### src/rtl/uart_pkg.sv
// uart_pkg: receiver/transmitter state encoding and frame constants shared by the UART blocks
package uart_pkg;
  typedef enum logic [1:0] {IDLE, START, DATA, STOP} uart_state_t;
  localparam int UART_DATA_BITS = 8;
endpackage

### src/rtl/sync_2ff.sv
// sync_2ff: parameterized double-flop synchronizer for asynchronous inputs, resets to all ones
module sync_2ff #(
  parameter int W = 1
) (
  input  logic         clk,
  input  logic         rst,
  input  logic [W-1:0] d,
  output logic [W-1:0] q
);
  logic [W-1:0] meta;
  always_ff @(posedge clk)
    if (rst) {q, meta} <= '1;
    else {q, meta} <= {meta, d};
endmodule

### src/rtl/uart_rx.sv
// uart_rx: 8N1 oversampling receiver with valid/ready output, framing error and overrun pulses
module uart_rx
  import uart_pkg::*;
#(
  parameter int CLKS_PER_BIT = 8
) (
  input  logic                      clk,
  input  logic                      rst,
  input  logic                      rx_serial,
  output logic [UART_DATA_BITS-1:0] rx_data,
  output logic                      rx_valid,
  input  logic                      rx_ready,
  output logic                      frame_err,
  output logic                      overrun
);
  localparam int CW = $clog2(CLKS_PER_BIT);
  localparam logic [CW-1:0] HALF = CW'((CLKS_PER_BIT - 1) / 2);
  localparam logic [CW-1:0] LAST = CW'(CLKS_PER_BIT - 1);
  if (CLKS_PER_BIT < 4) begin : g_bad_param
    $error("uart_rx: CLKS_PER_BIT must be at least 4");
  end
  logic                      rx_s;
  uart_state_t               state;
  logic [CW-1:0]             cnt;
  logic [2:0]                idx;
  logic [UART_DATA_BITS-1:0] sh;
  sync_2ff #(.W(1)) u_sync (.clk(clk), .rst(rst), .d(rx_serial), .q(rx_s));
  always_ff @(posedge clk)
    if (rst) begin
      state     <= IDLE;
      cnt       <= '0;
      idx       <= '0;
      sh        <= '0;
      rx_data   <= '0;
      rx_valid  <= 1'b0;
      frame_err <= 1'b0;
      overrun   <= 1'b0;
    end else begin
      frame_err <= 1'b0;
      overrun   <= 1'b0;
      if (rx_valid && rx_ready) rx_valid <= 1'b0;
      case (state)
        IDLE: begin
          cnt <= '0;
          if (!rx_s) state <= START;
        end
        START:
          if (cnt == HALF) begin
            cnt   <= '0;
            idx   <= '0;
            state <= rx_s ? IDLE : DATA;
          end else cnt <= cnt + 1'b1;
        DATA:
          if (cnt == LAST) begin
            sh[idx] <= rx_s;
            cnt     <= '0;
            idx     <= idx + 1'b1;
            if (idx == 3'd7) state <= STOP;
          end else cnt <= cnt + 1'b1;
        STOP:
          if (cnt == LAST) begin
            state <= IDLE;
            cnt   <= '0;
            // a replacement under a simultaneous handshake keeps rx_valid high
            if (!rx_s) frame_err <= 1'b1;
            else if (!rx_valid || rx_ready) begin
              rx_data  <= sh;
              rx_valid <= 1'b1;
            end else overrun <= 1'b1;
          end else cnt <= cnt + 1'b1;
        default: state <= IDLE;
      endcase
    end
endmodule
### config.mk
export PLATFORM = sky130hd
export DESIGN_NAME = uart_rx
export DESIGN_NICKNAME = d
export VERILOG_FILES = /design/src/rtl/uart_pkg.sv /design/src/rtl/sync_2ff.sv /design/src/rtl/uart_rx.sv
export SDC_FILE = /design/constraint.sdc
export NUM_CORES = 1
export LEC_CHECK = 0
export CAP_MARGIN = 20
export CORE_MARGIN = 5
export CORE_UTILIZATION = 55
export DETAILED_ROUTE_END_ITERATION = 10
export GPL_TIMING_DRIVEN = 0
export HOLD_SLACK_MARGIN = 0.02
export PLACE_DENSITY = 0.81
export RECOVER_POWER = 25
export SETUP_SLACK_MARGIN = 0.02
export SYNTH_ARGS = -nofsm -noshare
export SYNTH_HDL_FRONTEND = slang
export SYNTH_SLANG_ARGS = --single-unit
export TNS_END_PERCENT = 100
### constraint.sdc
create_clock -name clk -period 2.3 [get_ports clk]
set_clock_uncertainty 0.05 [all_clocks]
set_input_delay 0.345 -clock clk [delete_from_list [all_inputs] [get_ports clk]]
set_output_delay 0.345 -clock clk [all_outputs]
set_load 0.1 [all_outputs]
Word-level counts from Yosys, hierarchy flattened
Index checks and enable logic that the tools add are counted.
{"block": "op_classes", "add_sub_neg": 2, "n_lt_le_gt_ge": 2, "n_eq_ne": 11, "n_mux": 23, "bitwise_logic": 3, "n_reduce_logical": 13}
{"operator": "two-way mux 2 bit", "count": 6}
{"operator": "two-way mux 3 bit", "count": 4}
{"operator": "!= test 2 bit, second input constant", "count": 5}
{"operator": "one-hot mux 3 bit (3 select lines)", "count": 1}
{"operator": "bitwise mux 8 bit", "count": 1}
{"operator": "two-way mux 1 bit", "count": 8}
{"operator": "one-hot mux 2 bit (4 select lines)", "count": 1}
{"operator": "adder 3 x 1 -> 3 bit, second input constant", "count": 2}
{"operator": "equality test 3 bit, second input constant", "count": 2}
{"operator": "one-hot mux 3 bit (2 select lines)", "count": 1}
{"operator": "AND reduction 5 bit", "count": 1}
{"operator": "equality test 2 bit, second input constant", "count": 2}
{"operator": "less-than comparator 3 x 4 -> 1 bit, second input constant", "count": 1}
{"operator": "AND reduction 4 bit", "count": 1}
{"operator": "OR reduction 4 bit", "count": 1}
{"operator": "demux 1 bit (select 3 bit)", "count": 1}
{"operator": "equality test 3 x 2 -> 1 bit, second input constant", "count": 1}
{"operator": "greater-or-equal comparator 3 x 1 -> 1 bit, second input constant", "count": 1}
{"operator": "NOT 1 bit", "count": 3}
{"operator": "AND reduction 3 bit", "count": 1}
{"operator": "OR reduction 3 bit", "count": 1}
{"operator": "equality test 2 x 1 -> 1 bit, second input constant", "count": 1}
{"operator": "logical AND 1 bit", "count": 2}
{"operator": "zero test 2 bit", "count": 1}
{"operator": "other kinds (5)", "count": 5}
{"block": "word_totals", "reg_bits": 29, "input_bits": 4, "out_inout_bits": 11}

Depth between registers and ports, before layout
{"block": "depth", "depth_word": 6, "depth_mapped": 6, "ltp_nobuf": 5}

By module
From an unflattened synthesis, not the netlist that was laid out.
{"block": "unflattened", "hier_cells": 124, "area_unflattened_um2": 1292.5}
{"module": "uart_rx", "n_inst": 1, "cells_per_inst": 120, "area_each_um2": 1239.9}
{"module": "sync_2ff", "n_inst": 1, "cells_per_inst": 4, "area_each_um2": 52.6}

Worst setup path before layout
Ideal clock, no wire load.
{"block": "synth_path", "path_kind": "register to register", "start": "register rx_valid", "end": "register rx_data[6]", "setup_ps": 121, "arrival_time_ps": 1504, "t_required_ps": 2129, "setup_slack_ps": 625, "path_stages_with_launch": 4, "n_path_buf": 0, "synth_period_minus_slack_ps": 1675, "path_cell_list": "dfxtp_1 -> nand2b_2 -> and2b_2 -> mux2i_1"}
{"block": "synth_between", "elab_chain_cells": 3}
{"item": "start: declaration", "line_no": "uart_rx.sv:11", "text": "output logic rx_valid,"}
{"item": "start signal: assignment", "line_no": "uart_rx.sv:35", "text": "rx_valid <= 1'b0;"}
{"item": "start signal: assignment", "line_no": "uart_rx.sv:41", "text": "if (rx_valid && rx_ready) rx_valid <= 1'b0;"}
{"item": "start signal: assignment", "line_no": "uart_rx.sv:68", "text": "rx_valid <= 1'b1;"}
{"item": "zero test 1 bit", "line_no": "uart_rx.sv:66", "text": "else if (!rx_valid || rx_ready) begin"}
{"item": "logical OR 1 bit", "line_no": "uart_rx.sv:66"}
{"item": "AND reduction 4 bit (no source line)"}
{"item": "end signal: assignment", "line_no": "uart_rx.sv:67", "text": "rx_data <= sh;"}
{"item": "end: declaration", "line_no": "uart_rx.sv:10", "text": "output logic [UART_DATA_BITS-1:0] rx_data,"}
Every way passes these cells.
A chain may end at the register's enable or synchronous reset.

Worst setup path after layout
{"block": "layout_path", "start": "register rx_data[3]", "end": "output port rx_data[3]"}
No word-level cell between the ends.

==> impl_metrics.csv <==
group,metric,value,unit
grt,grt_remaining_overflow,0,
critical_path,critPathMaxFanout,2,
detailed_routing,antenna_left,0,
logic_synthesis,ys_seq_elements,29,
floorplanning,die_area,3447,sq um
timing,finalSetupViolCount,0,
critical_path,worst-r2r-cell-count,6,
finish,design_area,1560,sq um
placement,hpwl,1713,microns
critical_path,arrival,1790,ps
placement,dp_cells,165,
detailed_routing,drt-vias-per-instance,5.277,
logic_synthesis,yosysSeqAreaShare,0.4449,
detailed_routing,num_vias,913,
timing,worstMarginPinSlew,978.0,ps
detailed_routing,drtPass1Iterations,4,
cts,clkTransAtPathRegs,90,ps
finish,finalNonFillerCells,173,
timing,finalCritPeriodShare,0.9521,
pwr,p_per_area,620.8,nW/um^2
finish,drive_gt1_frac,0.1517,
grt,grtUsageTotal,0.1529,
detailed_routing,route.detailed.drc,0,
logic_synthesis,post_synth.cell_area_avg,10.61,sq um
critical_path,required,1900,ps
detailed_routing,wl_per_cell,13.46,microns
timing,worst_slack,110.3,ps
grt,grt_pass1_wl,3981,microns
grt,grt_max_degree,11,
timing,max_clock_freq,456.7,MHz
finish,fin_nets,154,
timing,fin_setup_tns,0,ps
pwr,ir_drop,607.5,uV
finish,antenna_cells,0,
pwr,finalPower,0.9685,mW
floorplanning,initial_core_util,0.5843,
floorplanning,core_region_area,2233,sq um
floorplanning,die_h,58.71,microns
finish,n_fill_cell,175,
critical_path,cp_slowest_stage_delay,1130,ps
critical_path,slowest_stage,"clkdlybuf4s50_1",
critical_path,crit_chain,"clkdlybuf4s50_1",
critical_path,timing.rr.end,"rx_data[4]",
critical_path,critPathBufInv,1,
critical_path,reg2reg_slack,660,ps
placement,pre_cts_ws,423.6,ps
floorplanning,num_io_pins,15,
grt,grt_pass1_vias,903,
logic_synthesis,netlist_instances,123,
timing,max_slew_margin,0.3460,
cts,h-tree-depth,2,
detailed_routing,wirelength,2329,microns
critical_path,reg2reg_from,"cnt[0]",
finish,layout_commonest_cell,"dfxtp_1",
placement,gp_congestion,0.8108,
critical_path,path_delay_family,"buffers and inverters",
worst_hold_path,hold_end,"cnt[0]",
critical_path,worst-setup-path-type,"reg2out",
critical_path,cp-end-kind,"primary output",
worst_hold_path,min_path_cells,1,
placement,place_area,1480,sq um
critical_path,worst_setup_path_start_kind,"flop",
flow_run,max-cap-violations,0,
logic_synthesis,syn_area,1305,sq um
timing,min_period,2190,ps
cts,cts_buffer_depth,2,
grt,grt_antenna_before_repair,0,
timing,hold_viol_final,0,
floorplanning,rows,17,
detailed_routing,drt-initial-drc-count,21,
worst_hold_path,hp-class,"reg2reg",
finish,layout_common_cells,"29 x dfxtp_1, 17 x nand2b_1, 17 x mux2i_1, 12 x clkdlybuf4s50_1",
logic_synthesis,yosysWarnings,0,
placement,port_buffers,14,
timing,finalMaxSlewViolations,0,
cts,cts_tree,"yes",
cts,root_buffer,"clkbuf_4",
cts,clk-insertion-delay-late,320,ps
cts,numCtsBuffers,5,
logic_synthesis,ys_types,34,
worst_hold_path,min-delay-start,"cnt[0]",
floorplanning,die_x,58.71,microns
timing,grt_setup_unrepaired,"false",
finish,syn_to_final_growth,19.56,%
cts,clkSinkCount,29,
status,status,"finished, final reports clean",
logic_synthesis,syn_nets,133,
pwr,p_leak,0.6813,nW
-- cell usage after synthesis (all sizes together) --
cell type	number	area share
dfxtp	29	0.44
nand2b	19	0.099
mux2i	17	0.13
ha	6	0.058
nand2	6	0.017
nor2	6	0.017
buf	5	0.033
inv	4	0.012
nand3b	3	0.017
a21oi	2	0.0077
a22o	2	0.013
a311oi	2	0.018
clkbuf	2	0.0058
nand3	2	0.0077
nor2b	2	0.0096
nor3	2	0.0077
nor3b	2	0.012
nor4	2	0.021
or2	2	0.0096
a31oi	1	0.0048
a32oi	1	0.0067
and2b	1	0.0067
and3b	1	0.0077
and4b	1	0.0086
and4bb	1	0.012
mux2	1	0.0086
nand4	1	0.0048
-- area by class of cell --
type	count	area (sq um)	share of cell area
Sequential cell	29	580.6	0.3721
Clock inverter	1	30.03	0.01925
Clock buffer	7	55.05	0.03528
Timing Repair Buffer	14	142.6	0.09142
Inverter	4	15.01	0.009623
Multi-Input combinational cell	83	659.4	0.4226
Buffer	7	42.54	0.02727
Tap cell	28	35.03	0.02245
-- timing repair --
| action | CTS | global route |
|---|---|---|
| setup endpoints to repair | 0 | 1 |
| hold buffers | 0 | 0 |
| gates resized for setup | 0 | 1 |
| endpoints found under the hold margin | 0 | 0 |
| setup buffers | 0 | 0 |
-- per-stage QoR --
step / hold slack, ps / util
3_3_place_gp: 351.6 / 0.6627
2_1_floorplan: 339.5 / -
6_report: 385.0 / 0.6986
4_1_cts: 384.0 / 0.7008
5_1_grt: 408.9 / 0.6986
3_5_place_dp: 362.9 / 0.6627
-- worst max path at each step --
stage / start / to / cells past startpoint
after CTS: rx_valid / rx_valid / 1
final: rx_data[3] / rx_data[3] / 1
after floorplan: rx_valid / rx_data[6] / 3
after global routing: rx_data[6] / rx_data[6] / 1
after global placement: rx_valid / rx_valid / 1
after detailed placement: rx_valid / rx_valid / 1
-- kinds of logic after synthesis --
family                   Yosys count  share of synthesized area
buffers and inverters             11                    0.04985
AND/OR/NAND/NOR                   51                     0.2579
flip-flops                        29                     0.4449
adder cells (fa/ha/maj)            6                    0.05752
multiplexers                      18                     0.1390
AO/OA/AOI/OAI                      8                    0.05082
-- where the power goes --
group / total, mW / internal [mW] / switching, mW
Combinational: 0.0347 / 0.0173 / 0.0174
Sequential: 0.507 / 0.505 / 0.00233
Clock: 0.427 / 0.259 / 0.167
-- sequential cells by signal (all words and copies together) (netlist names), named ones only --
signal       count
state            1
cnt              3
overrun          1
rx_valid         1
sh               8
idx              3
u_sync.meta      1
rx_data          8
frame_err        1
u_sync.q         1
-- routing by layer --
metal	wire, microns	global-route usage	vias to the layer above
li1	-	-	465
met1	974	0.1658	426
met2	1213	0.2727	18
met3	112	0.04605	4
met4	29	0.06796	0
met5	0	0	-
Power figures use the tool's default switching activity.
==> RTL edit, RTL diff (same settings) <==
Set the parameter `CLKS_PER_BIT` to 16 (it was 8).
--- a/src/rtl/uart_rx.sv
+++ b/src/rtl/uart_rx.sv
@@ -3,5 +3,5 @@
   import uart_pkg::*;
 #(
-  parameter int CLKS_PER_BIT = 8
+  parameter int CLKS_PER_BIT = 16
 ) (
   input  logic                      clk,
Behaviour: no difference found for any inputs over 10 cycles, from zero or initial values and one cycle with rst high; that may be too few to reach the edited logic, so the function may still have changed.
==> RTL edit against the unedited design <==
Worst setup slack got worse by 0.0030 ns. Global-route usage is 1.6 points higher. Sequential cell count grew 1. Final area rose by 7.5%. Final cell count grew 11%. Total power fell by 11%. Synthesized area is 12% higher. Wire length up 21%. Critical path depth is the same. Critical path type unchanged.
==> RTL edit: results (changes against the unedited design) <==
| Stage | Metric | Reported | Change |
|:---|:---|:---|:---|
| clock network | H-tree level count | 2 | unchanged |
| layout | Post-layout net count | 170 | was 154 |
| drt | Vias per cell | 5.77 | was 5.28 |
| drt | Number of design-rule violations left by the first detailed-router iteration | 41 | was 21 |
| timing | Normalized max-slew margin | 34.7% | was 34.6% |
| power and ir drop | Leakage dissipation | 0.678 nW | was 0.681 nW |
| logic synthesis | Synth unique cells | 37 | was 34 |
| logic synthesis | Post-Syn Nets | 149 | was 133 |
| global route | GR Util met3 | 4.61% | about the same |
| worst setup path | Worst endpoint data arrival time | 1.80 ns |  |
| global route | Global routing usage on met1 | 20.1% | was 16.6% |
| logic synthesis | Share of the yosys chip area belonging to registers | 41.2% | was 44.5% |
| logic synthesis | Largest cells by area after synthesis | dfxtp_1 41%, mux2i_1 12%, nand2b_1 6.9%, buf_6 4.6%, ha_1 2.6% | was dfxtp_1 44%, mux2i_1 13%, nand2b_1 8.1%, ha_1 5.8%, buf_6 2.6% |
| layout | Share of post-route cells with drive strength above 1 | 15.4% | was 15.2% |
| logic synthesis | Synth cell count leaders | 30 x dfxtp_1, 18 x mux2i_1, 16 x nand2b_1, 6 x buf_6, 6 x nand3_1 | was 29 x dfxtp_1, 17 x mux2i_1, 17 x nand2b_1 |
| global route | Antenna violations before repair | 0 | unchanged |
| drt | Average detailed-routed wire length per instance | 14.7 microns | was 13.5 microns |
| global route | First-pass GRT wire length | 4600 microns | was 3980 microns |
| layout | Top flop regs | rx_data x8, sh x8, cnt x4 | was rx_data x8, sh x8 |
| placed design | HPWL after DPL | 2020 microns | was 1710 microns |
| placed design | Final GP Congestion | 0.836 | was 0.811 |
| power and ir drop | IR drop worst, VDD | 0.000447 V | was 0.000608 V |
| global route | Total routing resource utilization after global routing | 16.9% | was 15.3% |
| clock network | Count of instances resized after the clock tree is built | 0 | unchanged |
| global route | Global Route met2 Usage | 28.2% | was 27.3% |
| global route | Number of global-route vias before repair | 1045 | was 903 |
| status | Result of the run | complete, no violations | unchanged |
RTL edit: worst paths after layout:
check / from / endpoint / slack [ns] / cells past startpoint
worst max-delay path: rx_valid$_SDFF_PP0_ / rx_valid / 0.11 / 1
worst min-delay path: u_sync.meta$_SDFF_PP1_ / u_sync.q$_SDFF_PP1_ / 0.37 / 1
worst max register to register: cnt[0]$_SDFF_PP0_ / rx_data[3]$_SDFFE_PP0P_ / 0.66 / 7
worst min register to register: u_sync.meta$_SDFF_PP1_ / u_sync.q$_SDFF_PP1_ / 0.37 / 1
RTL edit: cell type report:
type / instances / area (sq um)
fill: 198 / 822
multi-input combinational: 96 / 744
sequential: 30 / 601
timing repair buffer: 14 / 140
buffer: 13 / 92.6
clock buffer: 6 / 51.3
tap: 30 / 37.5
inverter: 3 / 11.3
RTL edit: kinds of logic (layout without fill, tap and decap cells):
| kind of cell | Yosys count | after routing | synth area share (%) |
|---|---|---|---|
| simple gates | 56 | 56 | 27.5 |
| fa+ha+maj | 3 | 3 | 2.58 |
| flops | 30 | 30 | 41.2 |
| compound gates | 18 | 18 | 8.07 |
| mux | 18 | 18 | 12.4 |
| buf+inv | 16 | 36 | 7.64 |
| xor+xnor | 1 | 1 | 0.601 |
RTL edit: metrics by stage:
step,area (sq um),cells
6_report,1680,192
2_1_floorplan,1460,142
3_5_place_dp,1630,186
5_1_grt,1680,192
3_3_place_gp,1630,186
4_1_cts,1690,192
RTL edit: power breakdown:
group	internal, mW	leakage [nW]	total (mW)	switching, mW
logic	0.0162	0.406	0.0326	0.0164
registers	0.522	0.242	0.525	0.00287
clock network	0.137	0.0302	0.302	0.164
total	0.676	0.678	0.860	0.184
RTL edit: layer usage:
| metal | wire (microns) | part of all wire (%) |
|---|---|---|
| met1 | 1200 | 43 |
| met2 | 1390 | 49 |
| met3 | 181 | 6.4 |
| met4 | 44 | 1.6 |
| met5 | 0 | 0 |
